<file path="src/rtl/obstacle_if.sv">
// Control/status bundle between the obstacle controller and its surroundings.
// master drives the frame/start/collision inputs; slave is the controller side.
interface obstacle_if;
  logic       i_frame_tick;
  logic       i_start;
  logic       i_collision;
  logic [9:0] o_xpos;
  logic       o_active;
  logic [3:0] o_speed;
  logic       o_pass;
  logic [1:0] o_state;

  modport master (
    output i_frame_tick, i_start, i_collision,
    input  o_xpos, o_active, o_speed, o_pass, o_state
  );

  modport slave (
    input  i_frame_tick, i_start, i_collision,
    output o_xpos, o_active, o_speed, o_pass, o_state
  );
endinterface

</file>
<file path="src/rtl/obstacle_ctrl.sv">
// Per-frame obstacle motion controller: moves one obstacle leftward per frame,
// inserts LFSR-randomised gaps, ramps speed over time and freezes on collision.
//
// state | meaning
// IDLE  | no game running, obstacle hidden at spawn position
// GAP   | waiting out the random gap before the next obstacle spawns
// MOVE  | obstacle visible and advancing by o_speed each frame
// HALT  | collision seen, everything frozen until restart
module obstacle_ctrl #(
  parameter int unsigned SPAWN_X    = 640,
  parameter int unsigned MIN_GAP    = 16,
  parameter int unsigned SPEED_INIT = 1,
  parameter int unsigned SPEED_MAX  = 8,
  parameter int unsigned SPEED_STEP = 256,
  parameter logic [7:0]  LFSR_SEED  = 8'hA5
) (
  input  logic       clk,
  input  logic       rst,
  obstacle_if.slave  bus
);

  localparam int GAP_W = $clog2(MIN_GAP + 16);
  localparam int FC_W  = $clog2(SPEED_STEP);

  localparam logic [9:0]       SPAWN    = 10'(SPAWN_X);
  localparam logic [3:0]       SPD_INIT = 4'(SPEED_INIT);
  localparam logic [3:0]       SPD_MAX  = 4'(SPEED_MAX);
  localparam logic [FC_W-1:0]  FC_LAST  = FC_W'(SPEED_STEP - 1);
  localparam logic [GAP_W-1:0] GAP_MIN  = GAP_W'(MIN_GAP);

  typedef enum logic [1:0] {
    IDLE = 2'd0,
    GAP  = 2'd1,
    MOVE = 2'd2,
    HALT = 2'd3
  } state_t;

  state_t           state_q,  state_d;
  logic [9:0]       xpos_q,   xpos_d;
  logic             active_q, active_d;
  logic [3:0]       speed_q,  speed_d;
  logic             pass_q,   pass_d;
  logic [GAP_W-1:0] gap_q,    gap_d;
  logic [FC_W-1:0]  fc_q,     fc_d;
  logic [7:0]       lfsr_q,   lfsr_d;

  logic [7:0]       lfsr_adv;
  logic [GAP_W-1:0] gap_load;
  logic [3:0]       speed_inc;
  logic [9:0]       speed_ext;

  always_ff @(posedge clk) begin
    if (rst) begin
      state_q  <= IDLE;
      xpos_q   <= SPAWN;
      active_q <= 1'b0;
      speed_q  <= SPD_INIT;
      pass_q   <= 1'b0;
      gap_q    <= '0;
      fc_q     <= '0;
      lfsr_q   <= LFSR_SEED;
    end else begin
      state_q  <= state_d;
      xpos_q   <= xpos_d;
      active_q <= active_d;
      speed_q  <= speed_d;
      pass_q   <= pass_d;
      gap_q    <= gap_d;
      fc_q     <= fc_d;
      lfsr_q   <= lfsr_d;
    end
  end

  // Gap length is drawn from the LFSR value before this cycle's advance.
  assign lfsr_adv  = {lfsr_q[6:0], lfsr_q[7] ^ lfsr_q[5] ^ lfsr_q[4] ^ lfsr_q[3]};
  assign gap_load  = GAP_MIN + GAP_W'(lfsr_q[3:0]);
  assign speed_inc = (speed_q >= SPD_MAX) ? speed_q : speed_q + 4'd1;
  assign speed_ext = {6'd0, speed_q};

  always_comb begin
    state_d  = state_q;
    xpos_d   = xpos_q;
    active_d = active_q;
    speed_d  = speed_q;
    pass_d   = 1'b0;
    gap_d    = gap_q;
    fc_d     = fc_q;
    lfsr_d   = bus.i_frame_tick ? lfsr_adv : lfsr_q;

    case (state_q)
      IDLE: begin
        if (bus.i_start) begin
          state_d  = GAP;
          gap_d    = gap_load;
          speed_d  = SPD_INIT;
          fc_d     = '0;
          xpos_d   = SPAWN;
          active_d = 1'b0;
        end
      end

      GAP, MOVE: begin
        // Collision wins over the tick: freeze without moving or ramping.
        if (bus.i_collision) begin
          state_d = HALT;
        end else if (bus.i_frame_tick) begin
          if (fc_q == FC_LAST) begin
            fc_d    = '0;
            speed_d = speed_inc;
          end else begin
            fc_d = fc_q + 1'b1;
          end

          if (state_q == GAP) begin
            if (gap_q == '0) begin
              state_d  = MOVE;
              xpos_d   = SPAWN;
              active_d = 1'b1;
            end else begin
              gap_d = gap_q - 1'b1;
            end
          end else if (xpos_q <= speed_ext) begin
            state_d  = GAP;
            active_d = 1'b0;
            pass_d   = 1'b1;
            gap_d    = gap_load;
          end else begin
            xpos_d = xpos_q - speed_ext;
          end
        end
      end

      HALT: begin
        if (bus.i_start) begin
          state_d  = IDLE;
          xpos_d   = SPAWN;
          active_d = 1'b0;
        end
      end

      default: state_d = IDLE;
    endcase
  end

  assign bus.o_xpos   = xpos_q;
  assign bus.o_active = active_q;
  assign bus.o_speed  = speed_q;
  assign bus.o_pass   = pass_q;
  assign bus.o_state  = state_q;

endmodule
</file>
<file path="src/flat_wrapper.sv">
// flat-port wrapper written by rule: the top's interface ports become plain ports
module obstacle_ctrl_flat 
#(
  parameter int unsigned SPAWN_X    = 640,
  parameter int unsigned MIN_GAP    = 16,
  parameter int unsigned SPEED_INIT = 1,
  parameter int unsigned SPEED_MAX  = 8,
  parameter int unsigned SPEED_STEP = 256,
  parameter logic [7:0]  LFSR_SEED  = 8'hA5
)
  (clk, rst, bus_i_frame_tick, bus_i_start, bus_i_collision, bus_o_xpos, bus_o_active, bus_o_speed, bus_o_pass, bus_o_state);
  obstacle_if bus_i ();
  input  logic clk;
  input  logic rst;
  input wire logic [$bits(bus_i.i_frame_tick)-1:0] bus_i_frame_tick;
  input wire logic [$bits(bus_i.i_start)-1:0] bus_i_start;
  input wire logic [$bits(bus_i.i_collision)-1:0] bus_i_collision;
  output wire logic [$bits(bus_i.o_xpos)-1:0] bus_o_xpos;
  output wire logic [$bits(bus_i.o_active)-1:0] bus_o_active;
  output wire logic [$bits(bus_i.o_speed)-1:0] bus_o_speed;
  output wire logic [$bits(bus_i.o_pass)-1:0] bus_o_pass;
  output wire logic [$bits(bus_i.o_state)-1:0] bus_o_state;
  assign bus_i.i_frame_tick = bus_i_frame_tick;
  assign bus_i.i_start = bus_i_start;
  assign bus_i.i_collision = bus_i_collision;
  assign bus_o_xpos = bus_i.o_xpos;
  assign bus_o_active = bus_i.o_active;
  assign bus_o_speed = bus_i.o_speed;
  assign bus_o_pass = bus_i.o_pass;
  assign bus_o_state = bus_i.o_state;
  obstacle_ctrl #(.SPAWN_X(SPAWN_X), .MIN_GAP(MIN_GAP), .SPEED_INIT(SPEED_INIT), .SPEED_MAX(SPEED_MAX), .SPEED_STEP(SPEED_STEP), .LFSR_SEED(LFSR_SEED)) u_core (.clk(clk), .rst(rst), .bus(bus_i));
endmodule
</file>
<file path="config.mk">
export PLATFORM = sky130hd
export DESIGN_NAME = obstacle_ctrl_flat
export DESIGN_NICKNAME = d
export VERILOG_FILES = /design/src/rtl/obstacle_if.sv /design/src/rtl/obstacle_ctrl.sv /design/src/flat_wrapper.sv
export SDC_FILE = /design/constraint.sdc
export NUM_CORES = 1
export LEC_CHECK = 0
export BUFFER_PORTS_ARGS = -buffer_cell sky130_fd_sc_hd__buf_4
export CORE_MARGIN = 3
export CORE_UTILIZATION = 30
export DETAILED_ROUTE_END_ITERATION = 7
export GPL_TIMING_DRIVEN = 0
export PLACE_DENSITY = 0.44
export SETUP_SLACK_MARGIN = 0.3
export SYNTH_ARGS = -nofsm -noshare
export SYNTH_HDL_FRONTEND = slang
export SYNTH_SLANG_ARGS = --single-unit
</file>
<file path="constraint.sdc">
create_clock -name clk -period 2.6 [get_ports clk]
set_clock_uncertainty 0.15 [all_clocks]
set_input_delay 0.52 -clock clk [delete_from_list [all_inputs] [get_ports clk]]
set_output_delay 0.52 -clock clk [all_outputs]
set_load 0.01 [all_outputs]
</file>
== Yosys cells after proc, flatten, opt, wreduce, memory -nomap -nowiden ==
Index checks and enable logic that the tools add are counted.
Word-level totals
  bits in registers: 39
  input bits: 5
  output and inout bits: 18
  logic and storage cells: 91
Cells by class
  add/subtract/negate cells: 5
  magnitude comparators: 2
  equal/unequal tests: 18
  multiplexer cells: 41
  bitwise operators: 5
  reduce and logical (&&, ||, !) cells: 12
Operator list (number)
  $mux W10: 6
  $mux W8: 4
  $mux W5: 6
  $mux W4: 5
  $pmux W10 S2: 1
  $pmux W8 S2: 1
  $reduce_and A5 Y1: 3
  $mux W2: 7
  $reduce_and A6 Y1: 2
  $le A10 B4 Y1: 1
  $ne A2 B2 Y1 const B: 5
  $pmux W5 S2: 1
  $sub A10 B4 Y10: 1
  $ne A3 B3 Y1 const B: 3
  $add A8 B1 Y8 const B: 1
  $eq A8 B8 Y1 const B: 1
  $pmux W4 S2: 1
  $mux W1: 7
  $pmux W2 S3: 1
  $add A5 B4 Y5 const A: 1
  $logic_not A5 Y1: 1
  $reduce_or A5 Y1: 1
  $sub A5 B1 Y5 const B: 1
  $add A4 B1 Y4 const B: 1
  15 further kinds: 21

== Depth between registers and ports, before layout ==
Gate-level depths: netlist of the first run.
  depth after elaboration: 6
  depth in mapped cells: 9

== Worst setup path before layout of the first run ==
OpenSTA, ideal clock, no wires.
  kind: register -> register
  from: register u_core.xpos_q[0] (netlist: u_core.bus.o_xpos[0])
  to: register u_core.xpos_q[9] (netlist: u_core.bus.o_xpos[9])
  setup time: 0.062 ns
  arrival: 2.148 ns
  required time: 2.388 ns
  path slack: 0.241 ns
  stages on the path, launching flop included: 9
  path buffers: 0
  clock period less this slack: 2.359 ns
  cell sequence: dfxtp_1 -> inv_1 -> ha_1 -> fa_1 -> nor2b_1 -> o211a_1 -> o2111ai_4 -> or4_1 -> nand3_1
Between the ends
  cells in the longest elaborated chain, start to end: 6
  elaborated cells between the ends (all ways): 9
  those cells by class: add/sub: 1; order compare: 1; eq/ne: 1; mux: 5; reduce/logical: 1
Ends and longest elaborated chain
  from (decl): line obstacle_ctrl.sv:39  | logic [9:0] xpos_q, xpos_d;
  from (signal assigned): line obstacle_ctrl.sv:64  | xpos_q <= xpos_d;
  $sub A10 B4 Y10: line obstacle_ctrl.sv:128  | xpos_d = xpos_q - speed_ext;
  $mux W10: line obstacle_ctrl.sv:122  | end else if (xpos_q <= speed_ext) begin
  $mux W10: line obstacle_ctrl.sv:114  | if (state_q == GAP) begin
  $mux W10: line obstacle_ctrl.sv:106  | end else if (bus.i_frame_tick) begin
  $mux W10: line obstacle_ctrl.sv:104  | if (bus.i_collision) begin
  $pmux W10 S2: line obstacle_ctrl.sv:90  | case (state_q)
Several ways; a longest one is shown, not always the timed one. The select of a mux whose other input is x is not followed.
A chain may end at the register's enable or synchronous reset.

== Final worst setup path of the first run ==
  from: register u_core.speed_q[0] (netlist: u_core.bus.o_speed[0])
  to: register u_core.xpos_q[7] (netlist: u_core.bus.o_xpos[7])
Between the ends
  cells in the longest elaborated chain, start to end: 6
  elaborated cells between the ends (all ways): 9
  those cells by class: add/sub: 1; order compare: 1; eq/ne: 1; mux: 5; reduce/logical: 1
Ends and longest elaborated chain
  from (decl): line obstacle_ctrl.sv:41  | logic [3:0] speed_q, speed_d;
  from (signal assigned): line obstacle_ctrl.sv:66  | speed_q <= speed_d;
  $sub A10 B4 Y10: line obstacle_ctrl.sv:128
  $mux W10: line obstacle_ctrl.sv:122
  $mux W10: line obstacle_ctrl.sv:114
  $mux W10: line obstacle_ctrl.sv:106
  $mux W10: line obstacle_ctrl.sv:104
  $pmux W10 S2: line obstacle_ctrl.sv:90
Several ways; a longest one is shown, not always the timed one. The select of a mux whose other input is x is not followed.

==> results.tsv, run 1 <==
metric	value	unit
outcome	finished clean	
Post-Syn Area	2240	µm²
Fin. Hold Viols	0	
Sw Ratio	0.427	
initial core utilization	0.320	
max-slew violations	0	
Gate power share	0.613	
sequential share of the synthesized area	0.348	
relative slew slack	0.577	
critical path data required time	2.69	ns
Final ANT Viol Nets	0	
clock sinks	39	
antenna violations before repair	0	
fin area	2940	µm²
DRT iter0 DRCs	69	
uppermost layer routed	met4	
Die Width	92.5	µm
grt ovf	0	
Pleak	0.00114	µW
Mapped Nets	276	
Die Area	8560	µm²
f_max	446	MHz
Clock power frac	0.124	
ratio of cells with drive above 1 in the final layout	0.312	
met2 routed wirelength	2710	µm
flops & latches, synth	39	
P per Cell Area	1100	nW/µm²
Placer Congestion	0.815	
Internal	1860	µW
Vias/cell	5.12	
Antenna Cells	0	
Fin Setup TNS	0	ns
Overall Global Routing Usage	0.144	
Synth Instances	256	
Post-synth EDFFs	0	
met1 wire length	2880	µm
core area	7020	µm²
drc violations	0	
die height	92.5	µm
Switching Power	1380	µW
clock buffer count from CTS	5	
fin crit share	0.862	
CP endpoint kind	register	
Syn Area/Cell	8.77	µm²
post-layout min period	2.24	ns
type of the worst min-delay path	reg -> reg	
unrepaired setup endpoints after global routing	yes	
drt wl/cell	14.7	µm
Placed Instance Area	2520	µm²
via count	2033	
IO Count	23	
Tot Pwr	3240	µW
DRT Pass-1 Iters	4	
H-tree Lvls	2	
Fillers	736	
final wirelength	5840	µm
Hold Buf Count CTS	0	
CP Class	reg -> reg	
Slew @ Worst Pin	0.629	ns
Area Overhead vs Synth	30.9	%
Reg area	797	µm²
pin count of the biggest net entering global routing	12	
Hold Slack	0.328	ns
Yosys cell types	55	
asr flop ratio synth	0	
CTS tree	yes	
CP Data Arrival Time	2.33	ns
Most used DFF post-synth	dfxtp_1	
Multi-input gate area	1570	µm²
first-pass GRT wire length	9860	µm
Setup violations, final	0	
final net count	320	
Port Buffers	21	
vias in the first global route	1968	
CP Max Fanout	7	
Setup crit start kind	register	
peak supply drop	0.380	mV
Clk pin slew, worst setup/hold paths	0.08	ns
DR WL met3	166	µm
CTS max path bufs	2	
Worst-Skew Late Latency	0.29	ns
Reg power frac	0.262	
Ys Warns	0	
number of max-cap violations	0	
Post-DP HPWL	4150	µm
root buf cell	clkbuf_8	
site row count	30	
-- flip-flops by register name, indices dropped and copies added, names as in the netlist --
name                 count
u_core.bus.o_active      1
u_core.bus.o_pass        1
u_core.bus.o_speed       4
u_core.bus.o_state       2
u_core.bus.o_xpos       10
u_core.fc_q              8
u_core.gap_q             5
u_core.lfsr_q            8
-- cells in the final DEF (no fill, tap or decap), types with 4 or more instances in the layout --
cell type / Yosys / final
o32ai_1: 4 / 4
dfxtp_1: 39 / 32
nand3_1: 11 / 10
a21oi_1: 17 / 16
buf_4: 0 / 37
nand2b_1: 8 / 7
inv_1: 12 / 9
nor2_1: 22 / 22
nand4_1: 9 / 9
o21ai_0: 9 / 8
clkbuf_8: 0 / 5
nand2_1: 13 / 11
dfxtp_2: 0 / 4
a211o_1: 4 / 4
clkbuf_1: 5 / 5
mux2i_1: 7 / 6
xor2_1: 6 / 6
ha_1: 14 / 10
nor2b_1: 8 / 6
or2_2: 5 / 5
xnor2_1: 5 / 5
-- layout make-up --
cell class                 count  share of cell area
inverter                      12              0.0153
clock buffer                   7              0.0260
multi-input combinational    197               0.535
sequential                    39               0.271
buffer                         8              0.0145
timing repair buffer          37              0.0958
clock inverter                 1             0.00170
tap                           96              0.0409
-- through the flow --
step,utilization,instances,setup WS [ns]
floorplan,-,256,0.280
global placement,0.360,373,-0.0836
detailed placement,0.360,373,-0.0813
CTS,0.393,388,0.303
global route,0.419,397,0.280
finish,0.419,397,0.360
-- what timing repair did --
item	CTS	global route
pin swaps	3	11
endpoints found under the setup margin	24	16
resized for setup	24	35
setup buffers	7	9
-- cell usage after synthesis, types with 3 or more instances --
library cell  count  share of area
nor2_1           22          0.037
o32ai_1           4          0.016
nand2b_1          8          0.022
nand3_1          11          0.025
xor2_1            6          0.023
inv_1            12          0.020
or3_1             3         0.0084
nand2_1          13          0.022
ha_1             14          0.078
or2_2             5          0.014
and3_1            3         0.0084
dfxtp_1          39           0.35
or4_1             3          0.010
nor2b_1           8          0.022
o31ai_1           3          0.010
mux2i_1           7          0.031
a21oi_1          17          0.038
o21a_1            3          0.010
a211o_1           4          0.016
clkbuf_1          5         0.0084
nand4_1           9          0.025
o21ai_0           9          0.020
xnor2_1           5          0.020
nor4_1            3         0.0084
-- routing by layer --
| metal | track usage | up-vias |
|---|---|---|
| met5 | 0 | - |
| li1 | - | 1029 |
| met3 | 0.0292 | 9 |
| met1 | 0.196 | 968 |
| met4 | 0.0495 | 0 |
| met2 | 0.227 | 27 |
-- worst max-delay path, cell delays in order (launching register included) --
cell and delay, ns:
dfxtp_4 0.38, ha_4 0.17, fa_2 0.38, nor2b_4 0.18, o211a_4 0.20, o2111ai_4 0.13, or4_1 0.50, nand3_1 0.09
-- path summary, 6_finish.rpt --
kind,depth (start not counted),endpoint,from,slack (ns)
worst max register to register,7,u_core.bus.o_xpos[7],u_core.bus.o_speed[0],0.36
worst min register to register,1,u_core.gap_q[0],u_core.gap_q[0],0.33
worst max-delay path,7,u_core.bus.o_xpos[7],u_core.bus.o_speed[0],0.36
worst min-delay path,1,u_core.gap_q[0],u_core.gap_q[0],0.33
-- logic make-up (layout without fill, tap and decap cells) --
| logic type | after synthesis | after routing | share of synthesized area |
|---|---|---|---|
| adder cells (fa/ha/maj) | 15 | 15 | 0.0870 |
| AO/OA/AOI/OAI | 61 | 61 | 0.203 |
| buffers and inverters | 20 | 65 | 0.0340 |
| AND/OR/NAND/NOR | 103 | 103 | 0.254 |
| multiplexers | 7 | 7 | 0.0312 |
| flip-flops | 39 | 39 | 0.348 |
| XOR/XNOR | 11 | 11 | 0.0429 |
-- power by group through the flow --
stage,registers [µW],logic (µW),clock network [µW]
5_1_grt,872,2200,443
4_1_cts,841,1740,425
6_report,851,1990,403
3_3_place_gp,855,1440,0
2_1_floorplan,848,1040,0
3_5_place_dp,850,1440,0
Power figures use the tool's default switching activity.
==> run 2, diff against run 1 <==
Clock period 2.6 ns to 2.7 ns, I/O delays scaled along.
==> run 2 against run 1 <==
Maximum frequency decreased by 2.9%. Utilization is 1.2 points lower. Clock power grew 14%. Global-route usage is 0.11 points higher. Largest cell class unchanged. Highest routed layer unchanged.
==> results.tsv, run 2 (synthesis results as in run 1) <==
metric	value	unit
unrepaired setup endpoints after global routing	yes	
CTS max path bufs	2	
Fin. Hold Viols	0	
CP Max Fanout	10	
Port Buffers	21	
clock buffer count from CTS	5	
first-pass GRT wire length	9870	µm
Setup crit start kind	register	
CTS tree	yes	
Gate power share	0.582	
Die Area	8560	µm²
Placed Cells	373	
P per Cell Area	1070	nW/µm²
peak supply drop	0.340	mV
root buf cell	clkbuf_8	
core area	7020	µm²
relative slew slack	0.602	
post-layout min period	2.31	ns
fin area	2850	µm²
IO Count	23	
Clock power frac	0.150	
Pleak	0.00110	µW
max-slew violations	0	
via count	1992	
vias in the first global route	1995	
drc violations	0	
antenna violations before repair	0	
Worst-Skew Late Latency	0.30	ns
grt ovf	0	
pin count of the biggest net entering global routing	13	
Post-DP HPWL	4140	µm
commonest cells after routing, fill and taps aside	buf_4, dfxtp_1, nor2_1	
CP endpoint kind	register	
f_max	433	MHz
Clk pin slew, worst setup/hold paths	0.08	ns
Area Overhead vs Synth	27.1	%
Vias/cell	5.07	
Tot Pwr	3060	µW
type of the worst min-delay path	reg -> reg	
Slew @ Worst Pin	0.592	ns
Internal	1740	µW
Finished Layout Cells	393	
Die Width	92.5	µm
Fillers	717	
Sw Ratio	0.430	
CP Class	reg -> reg	
Reg power frac	0.268	
outcome	finished clean	
Antenna Cells	0	
Fin Setup TNS	0	ns
Placer Congestion	0.818	
DRT iter0 DRCs	79	
die height	92.5	µm
Switching Power	1320	µW
site row count	30	
drt wl/cell	14.9	µm
initial core utilization	0.320	
max reg flops	10	
fin crit share	0.855	
Placed Instance Area	2520	µm²
clock sinks	39	
final net count	316	
final wirelength	5850	µm
CP Data Arrival Time	2.36	ns
critical path data required time	2.75	ns
Overall Global Routing Usage	0.145	
DRT Pass-1 Iters	5	
Final ANT Viol Nets	0	
number of max-cap violations	0	
Setup violations, final	0	
Hold Slack	0.314	ns
H-tree Lvls	2	
ratio of cells with drive above 1 in the final layout	0.276	
==> run 2: cell types whose count changed in the layout (fill, tap and decap cells not counted), moves of 2 or more <==
| cell | delta |
|---|---|
| buf_6 | -2 |
| ha_4 | -2 |
| dfxtp_4 | -2 |
| buf_4 | -3 |
| clkbuf_8 | +2 |
| dfxtp_1 | +2 |
| ha_1 | +3 |
| clkbuf_1 | -2 |
==> run 2: area by class of cell <==
class,count,area (µm²),area share
multi-input cells,197,1510,0.529
flip-flops and latches,39,790,0.277
repair buffers,33,248,0.0868
well taps,96,120,0.0421
clock buffers,7,96.3,0.0338
inverters,12,45.0,0.0158
plain buffers,8,36.3,0.0127
clock inverters,1,7.51,0.00263
==> run 2: final timing paths <==
path                               from               endpoint  slack, ns  cells after the start
hold / removal         u_core.lfsr_q[6]       u_core.lfsr_q[7]       0.31                      1
setup reg to reg  u_core.bus.o_state[0]  u_core.bus.o_speed[0]       0.39                      9
hold reg to reg        u_core.lfsr_q[6]       u_core.lfsr_q[7]       0.31                      1
setup / recovery  u_core.bus.o_state[0]  u_core.bus.o_speed[0]       0.39                      9
==> run 2: repair_timing <==
item                                    CTS  global route
gates cloned                              0             0
resized for setup                        15            24
hold buffers                              0             0
endpoints found under the setup margin   20            22
buffers inserted                          5             7
pin swaps                                 2             4
==> run 2: per-layer routing <==
| metal | global-route usage | vias up | wire, µm |
|---|---|---|---|
| li1 | - | 1017 | - |
| met1 | 0.193 | 948 | 2940 |
| met2 | 0.235 | 22 | 2700 |
| met3 | 0.0284 | 5 | 152 |
| met4 | 0.0483 | 0 | 62 |
| met5 | 0 | - | 0 |
==> run 2: critical path: stages (launching register included) <==
cell and delay (ns):
dfxtp_2 0.37, inv_1 0.08, ha_1 0.34, buf_4 0.20
mux2i_2 0.21, a21oi_4 0.06, buf_4 0.16, and3_1 0.22
a211o_1 0.28, a21o_1 0.14
==> run 2: power by group through the flow <==
stage                     combinational (µW)  sequential (µW)  clock (µW)
after floorplan                          995              817           0
after global placement                  1380              823           0
after detailed placement                1380              822           0
after CTS                               1560              810         476
after global routing                    1950              836         494
final                                   1780              818         458
==> run 2: through the flow <==
step | setup WS, ns | util
detailed placement | -0.0534 | 0.359
CTS | 0.279 | 0.387
global route | 0.270 | 0.406
global placement | -0.0431 | 0.359
finish | 0.392 | 0.406
floorplan | 0.341 | -
==> run 3, diff against run 2 <==
Settings changed: CORE_ASPECT_RATIO set to 0.8.
==> run 3 against run 2 <==
First-iteration DRC count up 44%. Sequential share of layout area up 0.84 points. Maximum frequency up 1.4%. Flip-flop and latch count unchanged. Sequential power down 1%. Critical path type unchanged. Critical endpoint is now u_core.bus.o_xpos[2].
==> results.tsv, run 3 (synthesis results as in run 1) <==
metric	value	unit
clock buffer count from CTS	5	
Pleak	0.00109	µW
Antenna Cells	0	
antenna violations before repair	0	
Clk pin slew, worst setup/hold paths	0.08	ns
Tot Pwr	2960	µW
CTS tree	yes	
peak supply drop	0.363	mV
cell family with most CP delay	adder cells	
drt wl/cell	15.1	µm
DP Worst Slack	-0.0208	ns
Worst Path Buf+Inv	2	
CTS max path bufs	2	
Clock power frac	0.176	
initial core utilization	0.318	
final wirelength	5700	µm
die height	83.4	µm
outcome	finished clean	
commonest non-fill, non-tap cell in the layout	dfxtp_1	
critical path data required time	2.71	ns
site row count	27	
fin crit share	0.843	
clock sinks	39	
f_max	439	MHz
CP Class	reg -> reg	
Hold Slack	0.322	ns
Port Buffers	21	
CP Max Fanout	5	
drc violations	0	
pin count of the biggest net entering global routing	13	
Vias/cell	5.18	
H-tree Lvls	2	
Internal	1710	µW
via count	1952	
Area Overhead vs Synth	23.1	%
Worst-Skew Late Latency	0.30	ns
Sw Ratio	0.423	
first-pass GRT wire length	9470	µm
Die Width	103	µm
max-slew violations	0	
max reg flops	10	
Setup violations, final	0	
commonest cells after routing, fill and taps aside	dfxtp_1, buf_4, nor2_1	
Setup crit start kind	register	
relative slew slack	0.568	
Final ANT Viol Nets	0	
number of max-cap violations	0	
type of the worst min-delay path	reg -> reg	
vias in the first global route	1872	
IO Count	23	
final net count	309	
R2R depth	9	
Worst path depth	9	
CP Data Arrival Time	2.28	ns
Gate power share	0.550	
fin area	2760	µm²
DRT iter0 DRCs	114	
Fin. Hold Viols	0	
Switching Power	1250	µW
unrepaired setup endpoints after global routing	yes	
DRT Pass-1 Iters	4	
Die Area	8560	µm²
hold depth	1	
critical path cell sequence	inv_1 -> ha_1 -> fa_2 -> nor2b_4 -> o211a_1 -> buf_4 -> o21a_1 -> mux2i_1 -> nor2_1	
Overall Global Routing Usage	0.139	
Post-DP HPWL	4140	µm
ratio of cells with drive above 1 in the final layout	0.228	
grt ovf	0	
Placed Instance Area	2510	µm²
CP max stage cell	fa_2	
Reg power frac	0.273	
core area	7060	µm²
Worst path max stage delay	0.37	ns
P per Cell Area	1070	nW/µm²
final worst slack	0.424	ns
post-layout min period	2.28	ns
CP endpoint kind	register	
root buf cell	clkbuf_8	
Reg2Reg Setup Slack	0.42	ns
Placer Congestion	0.789	
Slew @ Worst Pin	0.648	ns
[run 3: cell count changes in the layout (fill, tap and decap cells not counted), moves of 2 or more]
cell    delta
inv_2      -2
o21a_1     +2
o21a_2     -2
inv_1      +2
buf_4      -8
[run 3: routing by layer]
metal	up-vias	GRT usage	routed length (µm)	share of wire
met4	0	0.0393	61	0.011
met2	36	0.183	2290	0.40
met3	7	0.0378	256	0.045
met5	-	0	0	0
li1	1002	-	-	-
met1	907	0.217	3100	0.54
[run 3: repair_timing]
action / in CTS / in global routing
gates resized for setup: 17 / 11
hold buffers: 0 / 0
cloned: 0 / 0
endpoints found under the setup margin: 22 / 16
pin swaps: 2 / 4
buffers inserted: 4 / 1
[run 3: final timing paths]
path,endpoint,from
min,u_core.lfsr_q[7],u_core.lfsr_q[6]
max reg2reg,u_core.bus.o_xpos[2],u_core.bus.o_xpos[0]
min reg2reg,u_core.lfsr_q[7],u_core.lfsr_q[6]
max,u_core.bus.o_xpos[2],u_core.bus.o_xpos[0]
[run 3: layout make-up]
type / instances / area (µm²)
multi-input combinational: 197 / 1470
clock inverter: 2 / 35.0
timing repair buffer: 26 / 195
tap: 87 / 109
fill: 721 / 4300
inverter: 12 / 45.0
sequential: 39 / 788
buffer: 8 / 40.0
clock buffer: 6 / 82.6
[run 3: through the flow]
step / utilization / setup TNS, ns / instances
2_1_floorplan: - / 0 / 256
3_3_place_gp: 0.356 / -0.213 / 364
3_5_place_dp: 0.356 / -0.0208 / 364
4_1_cts: 0.384 / 0 / 376
5_1_grt: 0.391 / 0 / 377
6_report: 0.391 / 0 / 377
[run 3: power groups by stage]
stage               clock network [µW]  registers (µW)  logic (µW)
floorplan                            0             817         995
global placement                     0             819        1390
CTS                                541             808        1540
finish                             522             808        1630
detailed placement                   0             818        1380
global route                       561             835        1810
